==> config.mk <==
export PLATFORM = sky130hd
export DESIGN_NAME = mips_decode_exec
export DESIGN_NICKNAME = d
export VERILOG_FILES = /design/src/rtl/mips_pkg.sv /design/src/rtl/mips_alu_core.sv /design/src/rtl/mips_decode_exec.sv
export SDC_FILE = /design/constraint.sdc
export NUM_CORES = 1
export LEC_CHECK = 0
export ABC_AREA = 1
export CAP_MARGIN = 15
export CORE_ASPECT_RATIO = 0.8
export CORE_MARGIN = 2
export CORE_UTILIZATION = 30
export CTS_BUF_LIST = sky130_fd_sc_hd__clkbuf_4 sky130_fd_sc_hd__clkbuf_8
export DETAILED_ROUTE_END_ITERATION = 12
export PLACE_DENSITY = 0.54
export SYNTH_ARGS = -nofsm -noshare
export SYNTH_HDL_FRONTEND = slang
export SYNTH_SLANG_ARGS = --single-unit
==> constraint.sdc <==
create_clock -name clk -period 4.4 [get_ports clk]
set_input_delay 0.88 -clock clk [delete_from_list [all_inputs] [get_ports clk]]
set_output_delay 0.88 -clock clk [all_outputs]
set_load 0.05 [all_outputs]
==> src/rtl/mips_pkg.sv <==
// Shared encodings for the MIPS decode/execute slice: opcodes, funct codes,
// ALU class and ALU operation codes, plus the pure decode helper functions.
package mips_pkg;

    localparam logic [5:0] OP_RTYPE = 6'b000000;
    localparam logic [5:0] OP_LW    = 6'b100011;
    localparam logic [5:0] OP_SW    = 6'b101011;
    localparam logic [5:0] OP_ADDI  = 6'b001000;
    localparam logic [5:0] OP_BEQ   = 6'b000100;
    localparam logic [5:0] OP_BNE   = 6'b000101;
    localparam logic [5:0] OP_J     = 6'b000010;

    localparam logic [5:0] FN_ADD = 6'b100000;
    localparam logic [5:0] FN_SUB = 6'b100010;
    localparam logic [5:0] FN_AND = 6'b100100;
    localparam logic [5:0] FN_OR  = 6'b100101;
    localparam logic [5:0] FN_NOR = 6'b100111;
    localparam logic [5:0] FN_SLT = 6'b101010;

    localparam logic [1:0] ALUOP_ADD   = 2'b00;
    localparam logic [1:0] ALUOP_SUB   = 2'b01;
    localparam logic [1:0] ALUOP_FUNCT = 2'b10;

    localparam logic [3:0] ALUCTL_AND = 4'b0000;
    localparam logic [3:0] ALUCTL_OR  = 4'b0001;
    localparam logic [3:0] ALUCTL_ADD = 4'b0010;
    localparam logic [3:0] ALUCTL_SUB = 4'b0110;
    localparam logic [3:0] ALUCTL_SLT = 4'b0111;
    localparam logic [3:0] ALUCTL_NOR = 4'b1100;

    typedef struct packed {
        logic       regdst;
        logic       branch_eq;
        logic       branch_ne;
        logic       memread;
        logic       memwrite;
        logic       memtoreg;
        logic       regwrite;
        logic       alusrc;
        logic       jump;
        logic [1:0] aluop;
    } ctrl_t;

    // Unknown opcodes decode to an all-zero bundle (a harmless no-op add).
    function automatic ctrl_t decode_ctrl(input logic [5:0] opcode);
        ctrl_t c;
        c = '0;
        case (opcode)
            OP_RTYPE: begin c.regdst = 1'b1; c.regwrite = 1'b1; c.aluop = ALUOP_FUNCT; end
            OP_LW:    begin c.memread = 1'b1; c.memtoreg = 1'b1; c.alusrc = 1'b1; c.regwrite = 1'b1; end
            OP_SW:    begin c.memwrite = 1'b1; c.alusrc = 1'b1; end
            OP_ADDI:  begin c.alusrc = 1'b1; c.regwrite = 1'b1; end
            OP_BEQ:   begin c.branch_eq = 1'b1; c.aluop = ALUOP_SUB; end
            OP_BNE:   begin c.branch_ne = 1'b1; c.aluop = ALUOP_SUB; end
            OP_J:     c.jump = 1'b1;
            default:  c = '0;
        endcase
        return c;
    endfunction

    function automatic logic [3:0] alu_control(input logic [1:0] aluop, input logic [5:0] funct);
        logic [3:0] ctl;
        ctl = ALUCTL_ADD;
        case (aluop)
            ALUOP_SUB:   ctl = ALUCTL_SUB;
            ALUOP_FUNCT: begin
                case (funct)
                    FN_SUB:  ctl = ALUCTL_SUB;
                    FN_AND:  ctl = ALUCTL_AND;
                    FN_OR:   ctl = ALUCTL_OR;
                    FN_NOR:  ctl = ALUCTL_NOR;
                    FN_SLT:  ctl = ALUCTL_SLT;
                    default: ctl = ALUCTL_ADD;
                endcase
            end
            default:     ctl = ALUCTL_ADD;
        endcase
        return ctl;
    endfunction

endpackage

==> src/rtl/mips_alu_core.sv <==
// Combinational MIPS ALU: and/or/add/sub/nor/slt selected by a 4-bit control.
module mips_alu_core
    import mips_pkg::*;
#(
    parameter int DATA_W = 32
) (
    input  logic [3:0]        ctl,
    input  logic [DATA_W-1:0] a,
    input  logic [DATA_W-1:0] b,
    output logic [DATA_W-1:0] out,
    output logic              zero
);

    logic slt_bit;

    assign slt_bit = ($signed(a) < $signed(b));

    always_comb begin
        out = '0;
        case (ctl)
            ALUCTL_AND: out = a & b;
            ALUCTL_OR:  out = a | b;
            ALUCTL_ADD: out = a + b;
            ALUCTL_SUB: out = a - b;
            ALUCTL_NOR: out = ~(a | b);
            ALUCTL_SLT: out = {{(DATA_W-1){1'b0}}, slt_bit};
            default:    out = '0;
        endcase
    end

    assign zero = (out == '0);

endmodule

==> src/rtl/mips_decode_exec.sv <==
// Single-stage decode + execute: control decode, ALU control and ALU are
// combinational, and everything lands in one output register.
module mips_decode_exec
    import mips_pkg::*;
#(
    parameter int DATA_W = 32
) (
    input  logic              clk,
    input  logic              reset,
    input  logic              in_valid,
    input  logic [5:0]        opcode,
    input  logic [15:0]       imm,
    input  logic [DATA_W-1:0] a,
    input  logic [DATA_W-1:0] b,
    output logic              out_valid,
    output logic              regdst,
    output logic              branch_eq,
    output logic              branch_ne,
    output logic              memread,
    output logic              memwrite,
    output logic              memtoreg,
    output logic              regwrite,
    output logic              alusrc,
    output logic              jump,
    output logic [1:0]        aluop,
    output logic [3:0]        aluctl,
    output logic [DATA_W-1:0] result,
    output logic              zero
);

    // Valid-only handshake with no backpressure: each cycle with in_valid=1
    // yields exactly one out_valid=1 cycle one clock later; while in_valid=0
    // the data outputs keep their last values.

    ctrl_t             ctrl_d;
    logic [3:0]        aluctl_d;
    logic [DATA_W-1:0] opb_d;
    logic [DATA_W-1:0] result_d;
    logic              zero_d;

    always_comb begin
        ctrl_d   = decode_ctrl(opcode);
        aluctl_d = alu_control(ctrl_d.aluop, imm[5:0]);
        opb_d    = ctrl_d.alusrc ? {{(DATA_W-16){imm[15]}}, imm} : b;
    end

    mips_alu_core #(.DATA_W(DATA_W)) u_alu (
        .ctl  (aluctl_d),
        .a    (a),
        .b    (opb_d),
        .out  (result_d),
        .zero (zero_d)
    );

    always_ff @(posedge clk) begin
        if (reset) begin
            out_valid <= 1'b0;
            regdst    <= 1'b0;
            branch_eq <= 1'b0;
            branch_ne <= 1'b0;
            memread   <= 1'b0;
            memwrite  <= 1'b0;
            memtoreg  <= 1'b0;
            regwrite  <= 1'b0;
            alusrc    <= 1'b0;
            jump      <= 1'b0;
            aluop     <= 2'b00;
            aluctl    <= 4'b0000;
            result    <= '0;
            zero      <= 1'b0;
        end else begin
            out_valid <= in_valid;
            if (in_valid) begin
                regdst    <= ctrl_d.regdst;
                branch_eq <= ctrl_d.branch_eq;
                branch_ne <= ctrl_d.branch_ne;
                memread   <= ctrl_d.memread;
                memwrite  <= ctrl_d.memwrite;
                memtoreg  <= ctrl_d.memtoreg;
                regwrite  <= ctrl_d.regwrite;
                alusrc    <= ctrl_d.alusrc;
                jump      <= ctrl_d.jump;
                aluop     <= ctrl_d.aluop;
                aluctl    <= aluctl_d;
                result    <= result_d;
                zero      <= zero_d;
            end
        end
    end

endmodule

# Word level (Yosys, flattened, before mapping)
# Cells that the tools add are included.
# op_classes
add_sub_neg,2
magnitude_cmp,1
n_eq_ne,18
mux,13
bitwise_logic,3
n_reduce_logical,6
# op_table
operator,count
32-bit case mux with 6 select lines,1
6-bit equality test (second input constant),7
32-bit adder,1
32-bit bitwise AND,1
32-bit zero test,1
32-bit < comparator,1
32-bit two-way mux,1
32-bit inverter,1
32-bit bitwise OR,1
32-bit subtractor,1
4-bit case mux with 5 select lines,1
6-bit by 3-bit equality test with 1-bit output (second input constant),2
4-bit by 3-bit equality test with 1-bit output (second input constant),2
1-bit two-way mux,8
4-bit case mux with 2 select lines,1
6-bit by 2-bit equality test with 1-bit output (second input constant),1
6-bit by 4-bit equality test with 1-bit output (second input constant),1
6-bit zero test,1
3-bit OR reduction,2
4-bit by 1-bit equality test with 1-bit output (second input constant),1
4-bit by 2-bit equality test with 1-bit output (second input constant),1
4-bit equality test (second input constant),1
4-bit zero test,1
2-bit case mux with 2 select lines,1
3 further kinds,3
# totals
reg_bits,48
input_bits,89
word_cells,56

# Longest topological paths before layout
# Gate-level depths: netlist of the first run.
# logic_depth
ltp_word,8
mapped_depth,32
ltp_nobuf,29

# Modules after synthesis
# Synthesis of the first run repeated with hierarchy kept, for this count alone.
# unflattened
cells_unflattened,1759
area_unflattened_um2,9245.1
# modules_own_cells
module,instances,cells_each,area_each_um2
mips_alu_core,1,1414,6871.6
mips_decode_exec,1,345,2373.5

# Worst setup path before layout of the first run
# OpenSTA, ideal clock, no wires.
# synth_timing
kind,input to register
from,input opcode[5]
to,register zero
setup_ps,68
t_arrival_ps,4245
slack_ps,88
path_stages,31
n_path_buf,2
cell_sequence,nor2_1 > nand2_1 > nor2_1 > nand2_1 > o21ai_0 > clkbuf_1 > clkbuf_1 > nand2_1 > o21ai_0 > ha_1 > inv_1 > fa_1 > inv_1 > nand3_1 > nand3_1 > nand2_1 > nand2_1 > nand2_1 > nand2_1 > nand2_1 > nand2_1 > nand2_1 > nand3_1 > nand2_1 > nor2_1 > nand2_1 > nor2_1 > nand3_1 > nor2_1 > nand2_1 > a21oi_2
# synth_via
elab_chain_cells,8
elab_cells_between_ends,28
classes_between,add/sub: 2; order compare: 1; eq/ne: 12; mux: 5; bitwise: 3; reduce/logical: 5
# synth_rtl
item,line,text
start: declaration,mips_decode_exec.sv:11,"input logic [5:0] opcode,"
branches (longest 6 deep; another with 32-bit subtractor),--,
32-bit case mux with 6 select lines (*),mips_alu_core.sv:20,case (ctl)
32-bit zero test (*),mips_alu_core.sv:31,assign zero = (out == '0);
end signal: assignment,mips_decode_exec.sv:86,zero <= zero_d;
end: declaration,mips_decode_exec.sv:28,output logic zero
# Mark *: on every way between the ends.
# A chain may end at the register's enable or synchronous reset.

# Final worst setup path of the first run
# Same ends and word-level chain as after synthesis.

==> flow_summary.yaml, run 1 <==
outcome:
  status: "completed"
pwr:
  power_mw: 2.97
  p_int_mw: 1.63
  p_sw_mw: 1.34
  pwr-share-clk: 0.135
  leakage_nw: 8.14
  peakVddDrop_v: 0.000137
  power_frac_comb: 0.701
  p_sw_frac: 0.450
  seqPwrFrac: 0.165
  p_per_area_mw_per_mm2: 200
detailed_routing:
  ant_nets: 0
  wire_per_inst_um: 16.7
  routed_via_density: 4.65
  drt_first_pass_iters: 5
  num_vias: 12000
  drc: 0
  drt_wl_total_um: 43200
  first_iter_violations: 841
worst_setup_path:
  cp_num_buf_inv: 9
  cp.arrival_ns: 4.42
  critPathMaxStageDelay_ns: 0.21
  startpoint_type: "primary input"
  crit_path_end_kind: "flop"
  worst-path-stages: 33
  endpoint: "zero"
  reg2reg_to: "result[31]"
  criticalPathCategory: "primary input to flop"
  r2r_cells: 3
  r2r_start: "result[31]"
  worstSetupStartpoint: "opcode[5]"
  worst-r2r-setup-slack_ns: 3.63
  worst_path_max_delay_cell: "ha_1"
  cp_max_fo: 8
  cpLargestDelayFamily: "simple AND/OR/NAND/NOR gates"
  worstPathRequired_ns: 4.66
  path_common_cell: "nand2_1"
global_routing:
  grt-busiest-layer: "met2"
  grt_pass1_wl_um: 65800
  use_met3: 0.0256
  grt_pass1_vias: 11600
  use_met1: 0.382
  overflow: 0
  grt.total_usage: 0.272
  grt_util_met2: 0.452
  antenna_found_initial: 0
  grt_max_degree: 75
timing:
  max_slew_margin: 0.447
  fmax_ghz: 0.240
  worstMarginPinSlew_ns: 0.829
  hold_violations: 0
  finalCriticalPeriod_ns: 4.16
  skew_ns: 0
  whs_ns: 0.470
  fin_crit_sh: 0.946
  drv_slew: 0
  fin_tns_setup_ns: 0
  setup_viol_count_final: 0
placement:
  io_buffers: 137
  dpl.hpwl_um: 35900
  finalWeightedCongestion: 0.964
  placed_area_mm2: 0.0134
synth:
  netlist_instances: 1686
  ys_top_cells_by_count: "nand2_1 (531), inv_1 (351), nor2_1 (172), nand3_1 (130), ha_1 (110)"
  synthTopCellsByArea: "nand2_1 (22%), ha_1 (15%), inv_1 (15%)"
  synth_seq_cells: 48
  synth_most_common_cell: "nand2_1"
  syn_area_mm2: 0.00905
  yosysSeqAreaShare: 0.106
  yosysWarningCount: 0
  async_reset_ff_frac: 0
  synth_edf_count: 0
  synth_cell_types: 46
  syn_avg_cell_area_um2: 5.37
  synth_ff_type: "dfxtp_1"
  syn-num-nets: 1887
  synth.top_cell.area_share: 0.220
  synth_top_area_cell: "nand2_1"
clock_tree:
  clockBufferDepth: 2
  htree_levels: 2
  cts_tree: "built"
  cts_root_buf: "clkbuf_8"
  path_clk_slew_ns: 0.10
  cts_buffers: 5
  clock-sinks: 48
  clk_latency_ns: 0.32
layout:
  drive_gt1_frac: 0.279
  largest_register_ffs: 32
  fillers: 3175
  layout.nets: 2374
  largestRegisters: "result: 32 flops, aluctl: 4 flops, aluop: 2 flops"
  seqCellArea_um2: 961
  syn_to_final_growth_pct: 63.6
  top_register: "result"
  diodes: 0
  final_util: 0.502
  multi_input_area_mm2: 0.00723
  fin_area_mm2: 0.0148
die:
  die_x_um: 198
  rows: 56
  die_area_mm2: 0.0316
  ios: 138
  initial_core_util: 0.307
  core-area_mm2: 0.0295
  die_height_um: 159
worst_hold_path:
  hold_class: "flop to flop"
flow_run:
  max-cap-violations: 0
worst min path at each step:
stage	start	to	slack (ns)	depth (start not counted)
global placement	branch_ne	branch_ne	0.45	2
floorplan	branch_ne	branch_ne	0.68	2
CTS	branch_ne	branch_ne	0.47	2
finish	branch_ne	branch_ne	0.47	2
detailed placement	branch_ne	branch_ne	0.46	2
global route	branch_ne	branch_ne	0.50	2
routing by layer:
layer	vias to the layer above	part of all wire
met2	311	0.45
met1	5474	0.48
met5	-	0
met3	47	0.049
li1	6166	-
met4	0	0.022
power by group through the flow:
stage	logic, mW	clock network (mW)	registers [mW]
finish	2.08	0.400	0.489
global route	2.25	0.426	0.493
CTS	2.04	0.406	0.489
detailed placement	1.85	0	0.499
global placement	1.85	0	0.498
floorplan	0.779	0	0.617
cell usage in the layout (no fill, tap or decap), types with 15 or more instances in the layout:
| cell type | instances |
|---|---|
| nand2_1 | 491 |
| buf_4 | 375 |
| inv_1 | 338 |
| nor2_1 | 132 |
| clkdlybuf4s50_1 | 130 |
| nand3_1 | 116 |
| ha_1 | 82 |
| dfxtp_1 | 48 |
| a21oi_1 | 47 |
| nand2_2 | 44 |
| o21ai_0 | 39 |
| nor2_2 | 33 |
| nand4_1 | 25 |
| o211ai_1 | 21 |
| xor2_1 | 19 |
| inv_2 | 18 |
| o21ai_1 | 18 |
| ha_4 | 17 |
| a21oi_2 | 16 |
| o22ai_1 | 16 |
| o21ai_2 | 15 |
worst min-delay path, cell delays in order, from the launching register on:
cell and delay [ns]:
dfxtp_1 0.32, nand2_1 0.06, a21oi_1 0.05
layout make-up:
| class | instances | share of cell area |
|---|---|---|
| multi-input cells | 1228 | 0.489 |
| repair buffers | 533 | 0.312 |
| inverters | 357 | 0.0907 |
| flip-flops and latches | 48 | 0.0649 |
| well taps | 406 | 0.0343 |
| clock buffers | 5 | 0.00465 |
| clock inverters | 3 | 0.00465 |
per-stage QoR:
stage | cells | setup slack, ns
floorplan | 1686 | 0.0878
global placement | 2534 | -0.772
detailed placement | 2534 | -0.784
CTS | 2573 | -0.00872
global route | 2580 | -0.0209
finish | 2580 | 0.239
what timing repair did:
action                                  in CTS  in global routing
endpoints found under the setup margin      14                 26
hold buffers                                 0                  0
cloned                                       4                  0
resized for setup                          217                 37
pin swaps                                   59                 25
setup buffers                               27                  7
kinds of logic (layout without fill, tap and decap cells):
| kind of cell | Yosys count | count (layout) | synth area share |
|---|---|---|---|
| buf+inv | 410 | 898 | 0.180 |
| compound gates | 195 | 195 | 0.123 |
| xor+xnor | 20 | 20 | 0.0194 |
| flops | 48 | 48 | 0.106 |
| fa+ha+maj | 112 | 112 | 0.157 |
| simple gates | 901 | 901 | 0.415 |
Note: power is estimated with default switching activity, not from simulation.
==> run 2, diff against run 1 <==
--- a/config.mk
+++ b/config.mk
@@ -8,11 +8,12 @@
 export ABC_AREA = 1
 export CAP_MARGIN = 15
 export CORE_ASPECT_RATIO = 0.8
-export CORE_MARGIN = 2
+export CORE_MARGIN = 4
 export CORE_UTILIZATION = 30
 export CTS_BUF_LIST = sky130_fd_sc_hd__clkbuf_4 sky130_fd_sc_hd__clkbuf_8
 export DETAILED_ROUTE_END_ITERATION = 12
-export PLACE_DENSITY = 0.54
+export PLACE_DENSITY = 0.52
+export SKIP_CTS_REPAIR_TIMING = 1
 export SYNTH_ARGS = -nofsm -noshare
 export SYNTH_HDL_FRONTEND = slang
 export SYNTH_SLANG_ARGS = --single-unit
==> constraint.sdc (replaced) <==
create_clock -name clk -period 5.18 [get_ports clk]
set_input_delay 1.036 -clock clk [delete_from_list [all_inputs] [get_ports clk]]
set_output_delay 1.036 -clock clk [all_outputs]
set_load 0.05 [all_outputs]
==> flow_summary.yaml, run 2 (synthesis results as in run 1) <==
layout:
  diodes: 0
  final_common_cell: "nand2_1"
  fin_area_mm2: 0.0117
  final_cell_mix: "nand2_1 (529), inv_1 (351), nor2_1 (156)"
  final_util: 0.395
  final_cells: 2271
  layout.nets: 2066
  largestRegisters: "result: 32 flops, aluctl: 4 flops, aluop: 2 flops"
  top_register: "result"
  syn_to_final_growth_pct: 28.9
  fillers: 3351
  drive_gt1_frac: 0.0869
  largest_register_ffs: 32
worst_setup_path:
  cp.arrival_ns: 5.18
  worstPathRequired_ns: 5.42
  worst_path_max_delay_cell: "clkdlybuf4s50_1"
  r2r_cells: 4
  criticalPathCategory: "primary input to flop"
  path_common_cell: "nand2_1"
  worst-r2r-setup-slack_ns: 4.14
  crit_path_end_kind: "flop"
  critPathMaxStageDelay_ns: 0.42
  cp_max_fo: 12
  reg2reg_to: "result[19]"
  startpoint_type: "primary input"
  r2r_start: "result[19]"
clock_tree:
  cts_tree: "built"
  htree_levels: 2
  clk_latency_ns: 0.30
  path_clk_slew_ns: 0.10
  cts_root_buf: "clkbuf_8"
  cts_buffers: 5
  clock-sinks: 48
  clockBufferDepth: 2
timing:
  whs_ns: 0.473
  worstMarginPinSlew_ns: 0.667
  finalCriticalPeriod_ns: 4.93
  setup_viol_count_final: 0
  max_slew_margin: 0.555
  skew_ns: 0
  worst_slack_ns: 0.246
  fin_tns_setup_ns: 0
  drv_slew: 0
  fin_crit_sh: 0.952
  hold_violations: 0
  fmax_ghz: 0.203
global_routing:
  overflow: 0
  antenna_found_initial: 0
  grt_pass1_vias: 10600
  grt_pass1_wl_um: 59300
  grt.total_usage: 0.226
  grt_max_degree: 75
worst_hold_path:
  hp-start: "branch_ne"
  min_path_cells: 2
  hold_class: "flop to flop"
  hold_end: "branch_ne"
die:
  die_x_um: 202
  ios: 138
  die_height_um: 163
  die_area_mm2: 0.0330
  initial_core_util: 0.307
  core-area_mm2: 0.0295
  rows: 56
placement:
  placed_cells: 2262
  dpl.hpwl_um: 32500
  finalWeightedCongestion: 1.08
  placed_area_mm2: 0.0113
  io_buffers: 137
  post-place-ws_ns: -0.101
detailed_routing:
  first_iter_violations: 968
  drt_first_pass_iters: 5
  routed_via_density: 4.81
  drc: 0
  wire_per_inst_um: 17.1
  ant_nets: 0
  drt_wl_total_um: 38700
  num_vias: 10900
outcome:
  status: "completed"
pwr:
  peakVddDrop_v: 0.000135
  p_per_area_mw_per_mm2: 177
  seqPwrFrac: 0.201
  power_frac_comb: 0.641
  pwr-share-clk: 0.159
  p_sw_frac: 0.482
  p_int_mw: 1.07
  p_sw_mw: 0.994
  leakage_nw: 6.46
  power_mw: 2.06
flow_run:
  max-cap-violations: 0
## run 2: changes by cell type in the layout (fill, tap and decap cells not counted), moves of 11 or more
cell / delta
nand2_2: -37
ha_4: -14
inv_2: -13
a21oi_1: +15
nand2_1: +38
nor2_2: -15
ha_1: +12
o21ai_2: -14
a21oi_2: -13
buf_4: -294
nand3_1: +11
inv_1: +13
nor2_1: +24
o21ai_0: +24
## run 2: final cells by class
cell class / count / area [um2] / share of cell area
inverter: 357 / 1340 / 0.115
sequential: 48 / 961 / 0.0824
timing repair buffer: 225 / 2110 / 0.181
multi-input combinational: 1228 / 6610 / 0.567
clock buffer: 5 / 68.8 / 0.00590
clock inverter: 2 / 60.1 / 0.00515
tap: 406 / 508 / 0.0436
## run 2: worst max path at each step
stage | startpoint | to | slack, ns | cells past startpoint
finish | opcode[5] | zero | 0.25 | 30
detailed placement | opcode[5] | zero | -0.10 | 25
CTS | opcode[5] | zero | 0.21 | 25
global placement | opcode[5] | zero | -0.13 | 26
floorplan | opcode[5] | zero | 0.71 | 31
global route | opcode[5] | zero | -0.02 | 30
## run 2: critical path: cells and delay by family
family                   cells  cell delay (ns)
AO/OA/AOI/OAI                3             0.48
AND/OR/NAND/NOR             21             2.32
buffers and inverters        5             1.01
adder cells (fa/ha/maj)      1             0.32
## run 2: metal layers
layer | GRT usage | part of all wire | wire (um)
met2 | 0.386 | 0.46 | 17800
met4 | 0.0318 | 0.013 | 488
met1 | 0.321 | 0.47 | 18300
met3 | 0.0163 | 0.057 | 2190
met5 | 0 | 0 | 0
## run 2: power by group through the flow
stage	logic [mW]	registers, mW	clock network, mW
3_3_place_gp	1.28	0.423	0
4_1_cts	1.29	0.415	0.335
5_1_grt	1.46	0.418	0.351
2_1_floorplan	0.662	0.524	0
3_5_place_dp	1.28	0.422	0
6_report	1.32	0.414	0.328
==> run 3, diff against run 2 <==
==> constraint.sdc (replaced) <==
create_clock -name clk -period 6.3 [get_ports clk]
set_input_delay 1.26 -clock clk [delete_from_list [all_inputs] [get_ports clk]]
set_output_delay 1.26 -clock clk [all_outputs]
set_load 0.05 [all_outputs]
==> flow_summary.yaml, run 3 (synthesis results as in run 1) <==
outcome:
  status: "completed"
placement:
  finalWeightedCongestion: 0.981
  dpl.hpwl_um: 31000
  io_buffers: 137
timing:
  fin_tns_setup_ns: 0
  fmax_ghz: 0.179
  setup_viol_count_final: 0
  worstMarginPinSlew_ns: 0.822
  skew_ns: 0
  finalCriticalPeriod_ns: 5.59
  fin_crit_sh: 0.888
  max_slew_margin: 0.451
  whs_ns: 0.468
  rsz0062_at_grt: "false"
  drv_slew: 0
  hold_violations: 0
die:
  die_area_mm2: 0.0330
  initial_core_util: 0.307
  core-area_mm2: 0.0295
  ios: 138
  die_height_um: 163
  rows: 56
  die_x_um: 202
clock_tree:
  cts_buffers: 5
  cts_root_buf: "clkbuf_8"
  htree_levels: 2
  path_clk_slew_ns: 0.10
  clockBufferDepth: 2
  clock-sinks: 48
  clk_latency_ns: 0.32
  cts_tree: "built"
detailed_routing:
  wl_met3_um: 2280
  routed_via_density: 4.82
  num_vias: 10600
  wl_met1_um: 17800
  wire_per_inst_um: 17.1
  drc: 0
  drt_wl_total_um: 37500
  first_iter_violations: 844
  dr.max_layer_used: "met4"
  route.met2.wl_um: 16700
  ant_nets: 0
  drt_first_pass_iters: 5
layout:
  diodes: 0
  largest_register_ffs: 32
  layout.nets: 1990
  drive_gt1_frac: 0.0268
  final_util: 0.369
  final_cell_mix: "nand2_1 (531), inv_1 (351), nor2_1 (172)"
  syn_to_final_growth_pct: 20.1
  final_common_cell: "nand2_1"
  largestRegisters: "result: 32 flops, aluctl: 4 flops, aluop: 2 flops"
  top_register: "result"
worst_setup_path:
  cp.arrival_ns: 5.84
  crit_path_end_kind: "flop"
  startpoint_type: "primary input"
  cp_max_fo: 17
  worstPathRequired_ns: 6.55
  criticalPathCategory: "primary input to flop"
global_routing:
  grt_pass1_wl_um: 56800
  grt_pass1_vias: 10200
  overflow: 0
  grt.total_usage: 0.219
  antenna_found_initial: 0
  grt_max_degree: 76
worst_hold_path:
  hold_class: "flop to flop"
flow_run:
  max-cap-violations: 0
pwr:
  leakage_nw: 6.07
  peakVddDrop_v: 0.0000788
  p_per_area_mw_per_mm2: 144
[run 3: changes by cell type in the layout (fill, tap and decap cells not counted), sizes merged]
cell	change
bufinv	-1
clkinv	+1
buf	-75
[run 3: path summary, 6_finish.rpt]
path	from	end	slack (ns)	cells past startpoint
worst min-delay path	branch_ne	branch_ne	0.47	2
worst max register to register	result[31]	result[31]	5.54	3
worst max-delay path	opcode[4]	zero	0.71	26
worst min register to register	branch_ne	branch_ne	0.47	2
[run 3: area by class of cell]
| type | count | area (um2) |
|---|---|---|
| Fill cell | 3362 | 18600 |
| Multi-Input combinational cell | 1228 | 6470 |
| Timing Repair Buffer | 149 | 1470 |
| Inverter | 357 | 1340 |
| Sequential cell | 48 | 961 |
| Tap cell | 406 | 508 |
| Clock buffer | 6 | 82.6 |
| Clock inverter | 2 | 38.8 |
[run 3: report_power, final]
| part | internal [mW] | total, mW | switching [mW] |
|---|---|---|---|
| logic | 0.318 | 0.979 | 0.661 |
| clock network | 0.130 | 0.245 | 0.115 |
| registers | 0.328 | 0.342 | 0.0140 |
[run 3: critical path, cell delays in order]
cell	delay, ns
clkdlybuf4s50_1	0.44
nor2_1	0.14
nand2_1	0.08
nor2_1	0.10
nand2_1	0.12
o21ai_4	0.18
nand2_1	0.52
o21ai_0	0.47
inv_1	0.10
ha_1	0.39
nor2_1	0.25
nand2_1	0.14
nor2_1	0.29
and2_1	0.18
nand2_1	0.12
nand2_1	0.10
nand2_1	0.05
nand3_1	0.07
nand2_1	0.08
nor2_1	0.12
nand2_1	0.12
nor2_1	0.11
nand3_1	0.09
nor2_1	0.12
nand2_1	0.08
a21oi_2	0.11
[run 3: metrics by stage]
stage / total power, mW / cell area, um2 / std cells / worst slack, ns
finish: 1.57 / 10900 / 2196 / 0.708
global route: 1.69 / 10900 / 2196 / 0.402
CTS: 1.56 / 10900 / 2196 / 0.790
detailed placement: 1.31 / 10700 / 2188 / 0.454
global placement: 1.32 / 10700 / 2188 / 0.549
floorplan: 0.975 / 9050 / 1686 / 1.61
[run 3: metal layers]
metal | vias to the layer above | global-route usage
met4 | 0 | 0.0490
met3 | 49 | 0.0238
met2 | 348 | 0.362
li1 | 5380 | -
met5 | - | 0
met1 | 4813 | 0.308
